--- config.mk ---
export PLATFORM = sky130hd
export DESIGN_NAME = execute_control
export DESIGN_NICKNAME = d
export VERILOG_FILES = /design/src/rtl/execute_control_pkg.sv /design/src/rtl/execute_control_register_file.sv /design/src/rtl/execute_control.sv
export SDC_FILE = /design/constraint.sdc
export NUM_CORES = 1
export LEC_CHECK = 0
export ABC_AREA = 1
export CAP_MARGIN = 10
export CORE_ASPECT_RATIO = 1.2
export CORE_MARGIN = 5
export CORE_UTILIZATION = 50
export DETAILED_ROUTE_END_ITERATION = 12
export GPL_TIMING_DRIVEN = 0
export PLACE_DENSITY = 0.71
export RECOVER_POWER = 100
export SKIP_LAST_GASP = 1
export SLEW_MARGIN = 20
export SYNTH_ARGS = -nofsm -noshare
export SYNTH_HDL_FRONTEND = slang
export SYNTH_HIERARCHICAL = 1
export SYNTH_SLANG_ARGS = --single-unit
export TNS_END_PERCENT = 10
--- constraint.sdc ---
create_clock -name clock -period 1.5 [get_ports clock]
set_input_delay 0.15 -clock clock [delete_from_list [all_inputs] [get_ports clock]]
set_output_delay 0.15 -clock clock [all_outputs]
set_load 0.02 [all_outputs]
--- src/rtl/execute_control_pkg.sv ---
// Shared definitions for the execute_control issue/writeback stage:
// datapath sizes, ALU opcode encodings, instruction layout and FSM states.
package execute_control_pkg;

  localparam int unsigned DEF_WORD_SIZE = 16;
  localparam int unsigned REG_COUNT     = 8;
  localparam int unsigned REG_AW        = 3;
  localparam int unsigned INSTR_WIDTH   = 16;
  localparam int unsigned OPC_W         = 5;
  localparam int unsigned IMM_W         = 5;

  // ALU opcode encodings (must match the ALU)
  localparam logic [OPC_W-1:0] OP_NOT  = 5'd0;
  localparam logic [OPC_W-1:0] OP_AND  = 5'd1;
  localparam logic [OPC_W-1:0] OP_ANDI = 5'd2;
  localparam logic [OPC_W-1:0] OP_OR   = 5'd3;
  localparam logic [OPC_W-1:0] OP_XOR  = 5'd4;
  localparam logic [OPC_W-1:0] OP_ADD  = 5'd5;
  localparam logic [OPC_W-1:0] OP_ADDI = 5'd6;
  localparam logic [OPC_W-1:0] OP_SUB  = 5'd7;
  localparam logic [OPC_W-1:0] OP_COMP = 5'd8;
  localparam logic [OPC_W-1:0] OP_SRI  = 5'd9;
  localparam logic [OPC_W-1:0] OP_SLI  = 5'd10;

  typedef enum logic [1:0] {
    ST_IDLE = 2'd0,
    ST_READ = 2'd1,
    ST_EXEC = 2'd2,
    ST_WB   = 2'd3
  } state_t;

  // Instruction layout: [15:11] opcode, [10:8] rd, [7:5] rs1, [4:2] rs2.
  // I-type immediate is {rs2, lo} = [4:0].
  typedef struct packed {
    logic [OPC_W-1:0]  opcode;
    logic [REG_AW-1:0] rd;
    logic [REG_AW-1:0] rs1;
    logic [REG_AW-1:0] rs2;
    logic [1:0]        lo;
  } instr_t;

  function automatic logic is_legal(input logic [OPC_W-1:0] op);
    case (op)
      OP_NOT, OP_AND, OP_ANDI, OP_OR, OP_XOR, OP_ADD,
      OP_ADDI, OP_SUB, OP_COMP, OP_SRI, OP_SLI: is_legal = 1'b1;
      default:                                  is_legal = 1'b0;
    endcase
  endfunction

  function automatic logic is_zext_imm(input logic [OPC_W-1:0] op);
    case (op)
      OP_ANDI, OP_SRI, OP_SLI: is_zext_imm = 1'b1;
      default:                 is_zext_imm = 1'b0;
    endcase
  endfunction

endpackage

--- src/rtl/execute_control_register_file.sv ---
// 8-entry register file with r0 hardwired to zero.
// Ports: two combinational operand reads, one combinational debug read,
// one synchronous write port; async active-low reset clears all entries.
module execute_control_register_file
  import execute_control_pkg::*;
#(
  parameter int unsigned WORD_SIZE = DEF_WORD_SIZE
) (
  input  logic                 clock,
  input  logic                 reset_n,
  input  logic [REG_AW-1:0]    i_rd_addr1,
  output logic [WORD_SIZE-1:0] o_rd_data1,
  input  logic [REG_AW-1:0]    i_rd_addr2,
  output logic [WORD_SIZE-1:0] o_rd_data2,
  input  logic [REG_AW-1:0]    i_dbg_addr,
  output logic [WORD_SIZE-1:0] o_dbg_data,
  input  logic                 i_wr_en,
  input  logic [REG_AW-1:0]    i_wr_addr,
  input  logic [WORD_SIZE-1:0] i_wr_data
);

  logic [WORD_SIZE-1:0] r_regs [REG_COUNT];

  // Write port; writes to r0 are dropped
  always_ff @(posedge clock or negedge reset_n) begin
    if (!reset_n) begin
      for (int i = 0; i < int'(REG_COUNT); i++) r_regs[i] <= '0;
    end else if (i_wr_en && (i_wr_addr != '0)) begin
      r_regs[i_wr_addr] <= i_wr_data;
    end
  end

  assign o_rd_data1 = (i_rd_addr1 == '0) ? '0 : r_regs[i_rd_addr1];
  assign o_rd_data2 = (i_rd_addr2 == '0) ? '0 : r_regs[i_rd_addr2];
  assign o_dbg_data = (i_dbg_addr == '0) ? '0 : r_regs[i_dbg_addr];

endmodule

--- src/rtl/execute_control.sv ---
// Multi-cycle issue/writeback stage in front of the ALU.
// Ports: instr_valid/instr/instr_ready handshake; alu_opcode/alu_input1/
// alu_input2/alu_enable to the ALU and alu_out back; wb_valid/wb_addr/
// wb_data writeback pulse; illegal pulse; dbg_addr/dbg_data regfile peek.
module execute_control
  import execute_control_pkg::*;
#(
  parameter int unsigned WORD_SIZE = DEF_WORD_SIZE
) (
  input  logic                   clock,
  input  logic                   reset_n,
  input  logic                   instr_valid,
  input  logic [INSTR_WIDTH-1:0] instr,
  output logic                   instr_ready,
  output logic [OPC_W-1:0]       alu_opcode,
  output logic [WORD_SIZE-1:0]   alu_input1,
  output logic [WORD_SIZE-1:0]   alu_input2,
  output logic                   alu_enable,
  input  logic [WORD_SIZE-1:0]   alu_out,
  output logic                   wb_valid,
  output logic [REG_AW-1:0]      wb_addr,
  output logic [WORD_SIZE-1:0]   wb_data,
  output logic                   illegal,
  input  logic [REG_AW-1:0]      dbg_addr,
  output logic [WORD_SIZE-1:0]   dbg_data
);

  state_t               r_state;
  instr_t               r_instr;
  logic                 r_instr_ready;
  logic [OPC_W-1:0]     r_alu_opcode;
  logic [WORD_SIZE-1:0] r_alu_input1;
  logic [WORD_SIZE-1:0] r_alu_input2;
  logic                 r_alu_enable;
  logic                 r_wb_valid;
  logic [REG_AW-1:0]    r_wb_addr;
  logic                 r_illegal;

  logic [WORD_SIZE-1:0] w_rs1_data;
  logic [WORD_SIZE-1:0] w_rs2_data;
  logic [WORD_SIZE-1:0] w_op2;
  logic [IMM_W-1:0]     w_imm5;
  logic                 w_wr_en;

  assign w_imm5  = {r_instr.rs2, r_instr.lo};
  assign w_wr_en = (r_state == ST_WB);

  execute_control_register_file #(
    .WORD_SIZE (WORD_SIZE)
  ) u_regfile (
    .clock      (clock),
    .reset_n    (reset_n),
    .i_rd_addr1 (r_instr.rs1),
    .o_rd_data1 (w_rs1_data),
    .i_rd_addr2 (r_instr.rs2),
    .o_rd_data2 (w_rs2_data),
    .i_dbg_addr (dbg_addr),
    .o_dbg_data (dbg_data),
    .i_wr_en    (w_wr_en),
    .i_wr_addr  (r_instr.rd),
    .i_wr_data  (alu_out)
  );

  // Second operand: register, extended immediate, or zero for NOT
  always_comb begin
    w_op2 = w_rs2_data;
    if (r_instr.opcode == OP_NOT) begin
      w_op2 = '0;
    end else if (r_instr.opcode == OP_ADDI) begin
      w_op2 = WORD_SIZE'($signed(w_imm5));
    end else if (is_zext_imm(r_instr.opcode)) begin
      w_op2 = WORD_SIZE'(w_imm5);
    end
  end

  // Control FSM; strobes default low and are raised for one cycle
  always_ff @(posedge clock or negedge reset_n) begin
    if (!reset_n) begin
      r_state       <= ST_IDLE;
      r_instr       <= '0;
      r_instr_ready <= 1'b1;
      r_alu_opcode  <= '0;
      r_alu_input1  <= '0;
      r_alu_input2  <= '0;
      r_alu_enable  <= 1'b0;
      r_wb_valid    <= 1'b0;
      r_wb_addr     <= '0;
      r_illegal     <= 1'b0;
    end else begin
      r_alu_enable <= 1'b0;
      r_wb_valid   <= 1'b0;
      r_illegal    <= 1'b0;
      case (r_state)
        ST_IDLE: begin
          if (instr_valid) begin
            r_instr       <= instr_t'(instr);
            r_instr_ready <= 1'b0;
            r_state       <= ST_READ;
          end
        end
        ST_READ: begin
          if (is_legal(r_instr.opcode)) begin
            r_alu_opcode <= r_instr.opcode;
            r_alu_input1 <= w_rs1_data;
            r_alu_input2 <= w_op2;
            r_alu_enable <= 1'b1;
            r_state      <= ST_EXEC;
          end else begin
            r_illegal     <= 1'b1;
            r_instr_ready <= 1'b1;
            r_state       <= ST_IDLE;
          end
        end
        ST_EXEC: begin
          r_wb_valid <= 1'b1;
          r_wb_addr  <= r_instr.rd;
          r_state    <= ST_WB;
        end
        ST_WB: begin
          r_instr_ready <= 1'b1;
          r_state       <= ST_IDLE;
        end
        default: r_state <= ST_IDLE;
      endcase
    end
  end

  assign instr_ready = r_instr_ready;
  assign alu_opcode  = r_alu_opcode;
  assign alu_input1  = r_alu_input1;
  assign alu_input2  = r_alu_input2;
  assign alu_enable  = r_alu_enable;
  assign wb_valid    = r_wb_valid;
  assign wb_addr     = r_wb_addr;
  assign illegal     = r_illegal;
  // The ALU result only arrives at the start of WB, so pass it straight through
  assign wb_data     = w_wr_en ? alu_out : '0;

endmodule

* Word level (Yosys, flattened, before mapping)
Memory sizes are Yosys's and may differ from the RTL's. Index checks and enable logic that the tools add are counted.
Word-level totals: register bits after elaboration 190, ROM bits 16, input bits 38, memories kept 1
Memory list:
- (no name shown) | depth 16, bits a word 1, read ports 1, clocked after memory_dff 0, write ports 0, line execute_control_pkg.sv:43 | case (op)
Operators by class: $lt $le $gt $ge 5, eq/ne operators 9, muxes and demuxes 35, bitwise logic cells 4, reductions and logical operators 13
Operators by type and width (count):
- $mux 16 | 14
- $bmux 16 s3 | 3
- $bwmux 128 | 1
- $demux 16 s3 | 1
- $ge 4x4->1 const B | 4
- $not 3->4 | 4
- $mux 1 | 12
- $eq 5x4->1 const B | 2
- $logic_not 3->1 | 3
- $pmux 2 s4 | 1
- $reduce_bool 3->1 | 2
- $eq 5x2->1 const B | 1
- $eq 5x3->1 const B | 1
- $logic_not 5->1 | 1
- $eq 2x2->1 const B | 2
- $lt 4x1->1 const B | 1
- $mux 2 | 2
- $ne 2x2->1 const B | 2
- $reduce_and 2->1 | 2
- $pmux 1 s3 | 1
- $reduce_and 3->1 | 1
- $reduce_or 3->1 | 1
- $eq 2x1->1 const B | 1
- $logic_and 1x1->1 | 2
- $logic_not 2->1 | 1

* Depth between registers and ports, before layout
depth in word-level cells 8, depth in mapped cells 11, depth with buffers taken out 10

* Hierarchy
Netlist, hierarchy kept.
By module, submodules not included:
- execute_control_register_file | times used 1, cells an instance 1395, area an instance 8784.7 µm², sequential area each 3203.1 µm²
- execute_control | times used 1, cells an instance 329, area an instance 2879.0 µm², sequential area each 1552.7 µm²

* Worst setup path after synthesis
Ideal clock, no wire load.
kind register to register, start point register r_state[0], end point register r_instr[8] (netlist bit), library setup time 125 ps, data arrival time 1406 ps, data required time 1375 ps, setup slack -30 ps, cell stages (with the launch flop) 6, buffers on the path 1, path through dfrtp_1 inv_1 ha_1 nand2_1 buf_2 mux2_2
On the way: longest elaborated chain between the ends 2
Ends and longest elaborated chain:
- start: declaration | line execute_control.sv:28 | state_t r_state;
- start signal: assignment | line execute_control.sv:79 | r_state <= ST_IDLE;
- start signal: assignment | line execute_control.sv:98 | r_state <= ST_READ;
- start signal: assignment | line execute_control.sv:107 | r_state <= ST_EXEC;
- $logic_not 2->1 | line execute_control.sv:93 | case (r_state)
- $reduce_and 2->1 (no line)
- end signal: assignment | line execute_control.sv:96 | r_instr <= instr_t'(instr);
- end: declaration | line execute_control.sv:29 | instr_t r_instr;
Every way passes these cells. A chain may end at the register's enable or synchronous reset.

* Worst setup path in the final report
start point register r_instr[2] (netlist bit), end point register r_alu_input2[4], in the netlist alu_input2[4]
On the way: longest elaborated chain between the ends 8, elaborated cells between the ends (all ways) 9, those cells by class mux (7); bitwise (1); reduce/logical (1)
Ends and longest elaborated chain:
- $not 3->4 (implied by the code) | line execute_control_register_file.sv:34 | assign o_rd_data2 = (i_rd_addr2 == '0) ? '0 : r_regs[i_rd_addr2];
- $bmux 16 s3 | line execute_control_register_file.sv:34
- $mux 16 (implied by the code) (2 in series) | line execute_control_register_file.sv:34
- $mux 16 (*) | line execute_control_register_file.sv:34
- named net w_rs2_data[4] | line execute_control.sv:40 | logic [WORD_SIZE-1:0] w_rs2_data;
- $mux 16 (*) | line execute_control.sv:71 | end else if (is_zext_imm(r_instr.opcode)) begin
- $mux 16 (*) | line execute_control.sv:69 | end else if (r_instr.opcode == OP_ADDI) begin
- $mux 16 (*) | line execute_control.sv:67 | if (r_instr.opcode == OP_NOT) begin
- end signal: assignment | line execute_control.sv:105 | r_alu_input2 <= w_op2;
- end: declaration | line execute_control.sv:33 | logic [WORD_SIZE-1:0] r_alu_input2;
The timed path passes the listed nets; every way through them passes the cells marked *. The select of a mux whose other input is x is not followed.

==> impl_metrics.csv <==
group,metric,value,unit
status,status,"finished with violations",
status,violations,"setup timing",
sta,setup_viol,200,
sta,worst_pin_slew,0.7643,ns
logic_synthesis,yosys.area.top_type,"dfrtp_1",
placement,place_area,13200,um2
worst_setup_path,critPathSlowestCell,"dfrtp_2",
cts,clk_pin_slew,0.07,ns
worst_setup_path,path_max_fanout,10,
cells_and_area,stdcell_area,15150,um2
grt,grt_max_degree,103,
logic_synthesis,ys_seq_elements,190,
worst_setup_path,cp_cell_sequence,"buf_8 -> buf_6 -> nand2_1 -> nand3_1 -> nand2_1 -> nor2_1 -> nor2_1 -> inv_1 -> nand3_1 -> nand3_1 -> nand2_1",
logic_synthesis,synth_top_area_share,0.4055,
floorplanning,dieArea,26490,um2
sta,drv_slew,0,
logic_synthesis,synth-edff-count,0,
logic_synthesis,avgSynthCellArea,6.765,um2
cts,clkLatencyLatePin,0.44,ns
worst_setup_path,ff2ff_path_depth,11,
worst_setup_path,worst_setup_path_end_kind,"flop",
floorplanning,io-pin-count,114,
worst_setup_path,critical_path_required,1.82,ns
grt,grt_pass1_vias,11570,
routing,first_iter_violations,1595,
floorplanning,row_count,61,
logic_synthesis,synth_top_flop_cell,"dfrtp_1",
routing,route.vias.total,12610,
cts,cts_tree,"done",
logic_synthesis,syn_inst,1724,
worst_setup_path,worstSetupStartpointType,"flop",
placement,gp_congestion,1.086,
floorplanning,initial_core_util,0.5060,
cells_and_area,drive_gt1_frac,0.2365,
worst_setup_path,path_class,"flop to flop",
routing,ant_nets,0,
cts,numCtsBuffers,17,
sta,post-route-period-util,1.196,
sta,holdWs,0.2894,ns
logic_synthesis,yosys-top-cells-count,"nand2_1, dfrtp_1, nand3_1, inv_1, nor2_1",
cells_and_area,area_growth_syn_to_layout,29.92,%
cts,cts.sinks,190,
routing,wl_per_cell,20.51,um
floorplanning,die_w,149.4,um
sta,maxSlewHeadroom,0.4905,
pwr,pwr_density_cell,2407,nW/um2
placement,port_buffers,111,
sta,fin_crit,1.794,ns
pwr,max-vdd-ir-drop,0.001116,V
placement,hpwl,34.64,mm
cells_and_area,final_util,0.6574,
routing,vias_per_cell,5.581,
worst_setup_path,cp.arrival,2.12,ns
logic_synthesis,syn_area,11660,um2
grt,antenna_found_initial,0,
cts,cts_buffer_depth,2,
floorplanning,coreArea,23050,um2
routing,drc,0,
floorplanning,die_h,177.3,um
logic_synthesis,synthTopCellsByArea,"dfrtp_1, nand2_1, nand3_1, inv_1, o211ai_1",
routing,routed_wl,46.35,mm
logic_synthesis,synthesis.nets,1767,
sta,rsz0062_at_grt,"true",
grt,grt_usage,0.3449,
routing,first_pass_iters,6,
logic_synthesis,ys_seq_area_frac,0.4077,
sta,hold_viol,0,
sta,fmax,557.4,MHz
worst_setup_path,slowest_delay,0.53,ns
placement,pre_cts_ws,-0.9686,ns
sta,finalWorstSetupSlack,-0.2941,ns
logic_synthesis,async_flop_share,1.000,
logic_synthesis,synth_warnings,6,
grt,grt_pass1_wl,68.74,mm
cells_and_area,diodes,0,
logic_synthesis,yosysMostFrequentCell,"nand2_1",
pwr,p_leak,8.066,nW
cells_and_area,nets,1975,
cts,clock-root-buffer,"clkbuf_16",
sta,fin_setup_tns,-22.44,ns
grt,gr-total-overflow,0,
flow_run,maxCapViolations,0,
sta,fin_worst_skew,0.01946,ns
cts,h-tree-depth,4,
logic_synthesis,synth_cell_type_count,32,
min_path,hold_path.class,"input port to asynchronous set/reset pin",
layer usage:
| layer | routed length (um) | global-route usage | vias to the layer above |
|---|---|---|---|
| met5 | 0 | 0 | - |
| met4 | 2632 | 0.1580 | 0 |
| met3 | 4639 | 0.05364 | 149 |
| met2 | 20790 | 0.5492 | 789 |
| met1 | 18290 | 0.4648 | 5887 |
| li1 | - | - | 5788 |
placed cells by master, fill, tap and decap left out, types with 2 or more instances in the layout:
cell type          n
mux2_2            10
o211ai_1          56
dfrtp_1          187
buf_1              2
a21oi_1           10
clkdlybuf4s50_1   76
clkinv_4           3
nand2_4           10
nand2_8            2
nor2_2            28
inv_4              2
buf_2             29
clkbuf_2          12
ha_1               3
o21ai_0           65
nand3_4            5
inv_1            115
buf_6             53
inv_6              6
buf_8              8
clkbuf_16         22
nand2_2           45
nand3_2           26
inv_8              4
clkinv_8           3
clkbuf_4           8
nand3_1          157
buf_4             88
clkdlybuf4s15_1    2
inv_2             73
nand2_1          675
nor2_1            56
nor2_4            10
o21ai_1           54
bufinv_16          2
dfrtp_2            2
clkbuf_1          23
metrics by stage:
stage / instances / total power [mW]
final: 2260 / 36.47
after floorplan: 1724 / 20.73
after global routing: 2260 / 38.50
after detailed placement: 2151 / 27.69
after CTS: 2246 / 34.50
after global placement: 2150 / 27.47
final cells by class:
type | instances | area (um2)
plain buffers | 121 | 937.1
clock buffers | 17 | 425.4
clock inverters | 15 | 211.5
fillers | 2116 | 7896
inverters | 193 | 744.5
multi-input cells | 1219 | 5913
flip-flops and latches | 190 | 4758
well taps | 315 | 394.1
repair buffers | 189 | 1758
repair inverters | 1 | 11.26
state kept, by name, summed over array words and instances, names as in the netlist, named ones only:
| register | cells |
|---|---|
| alu_enable | 1 |
| wb_addr | 3 |
| alu_opcode | 5 |
| illegal | 1 |
| instr_ready | 1 |
| wb_valid | 1 |
| u_regfile/r_regs | 128 |
| r_state | 1 |
| alu_input1 | 16 |
| alu_input2 | 16 |
| r_instr | 16 |
repair_timing:
action | 4_1_cts | 5_1_grt
gates resized for setup | 303 | 170
setup endpoints to repair | 223 | 247
hold buffers | 1 | 0
gates cloned | 2 | 4
pin swaps | 45 | 30
buffers inserted | 61 | 10
hold endpoints to repair | 87 | 0
logic make-up after synthesis:
family	synth area share
AO/OA/AOI/OAI	0.09268
adder cells (fa/ha/maj)	0.005364
buffers and inverters	0.1253
flip-flops	0.4077
multiplexers	0.009655
AND/OR/NAND/NOR	0.3593
power breakdown:
part | switching, mW | total, mW | leakage (nW) | internal, mW
combinational | 13.9 | 22.2 | 5.47 | 8.31
clock | 2.34 | 4.93 | 0.310 | 2.59
sequential | 1.81 | 9.30 | 2.29 | 7.49
path summary, 6_finish.rpt:
path / from / endpoint / slack (ns)
worst max-delay path: r_instr[2] / alu_input2[4] / -0.29
worst min-delay path: reset_n / alu_input1[8] / 0.29
worst max register to register: r_instr[2] / alu_input2[4] / -0.29
worst min register to register: u_regfile/r_regs[126] / u_regfile/r_regs[126] / 0.46
max in group asynchronous: reset_n / u_regfile/r_regs[45] / 0.20
min in group clock: instr[14] / r_instr[14] / 0.29
worst max-delay path: cells and delay by family, from the launching register on:
kind / cells / cell delay, ns
buf+inv: 3 / 0.40
flops: 1 / 0.53
simple gates: 8 / 0.77
(Power assumes the default switching activity.)
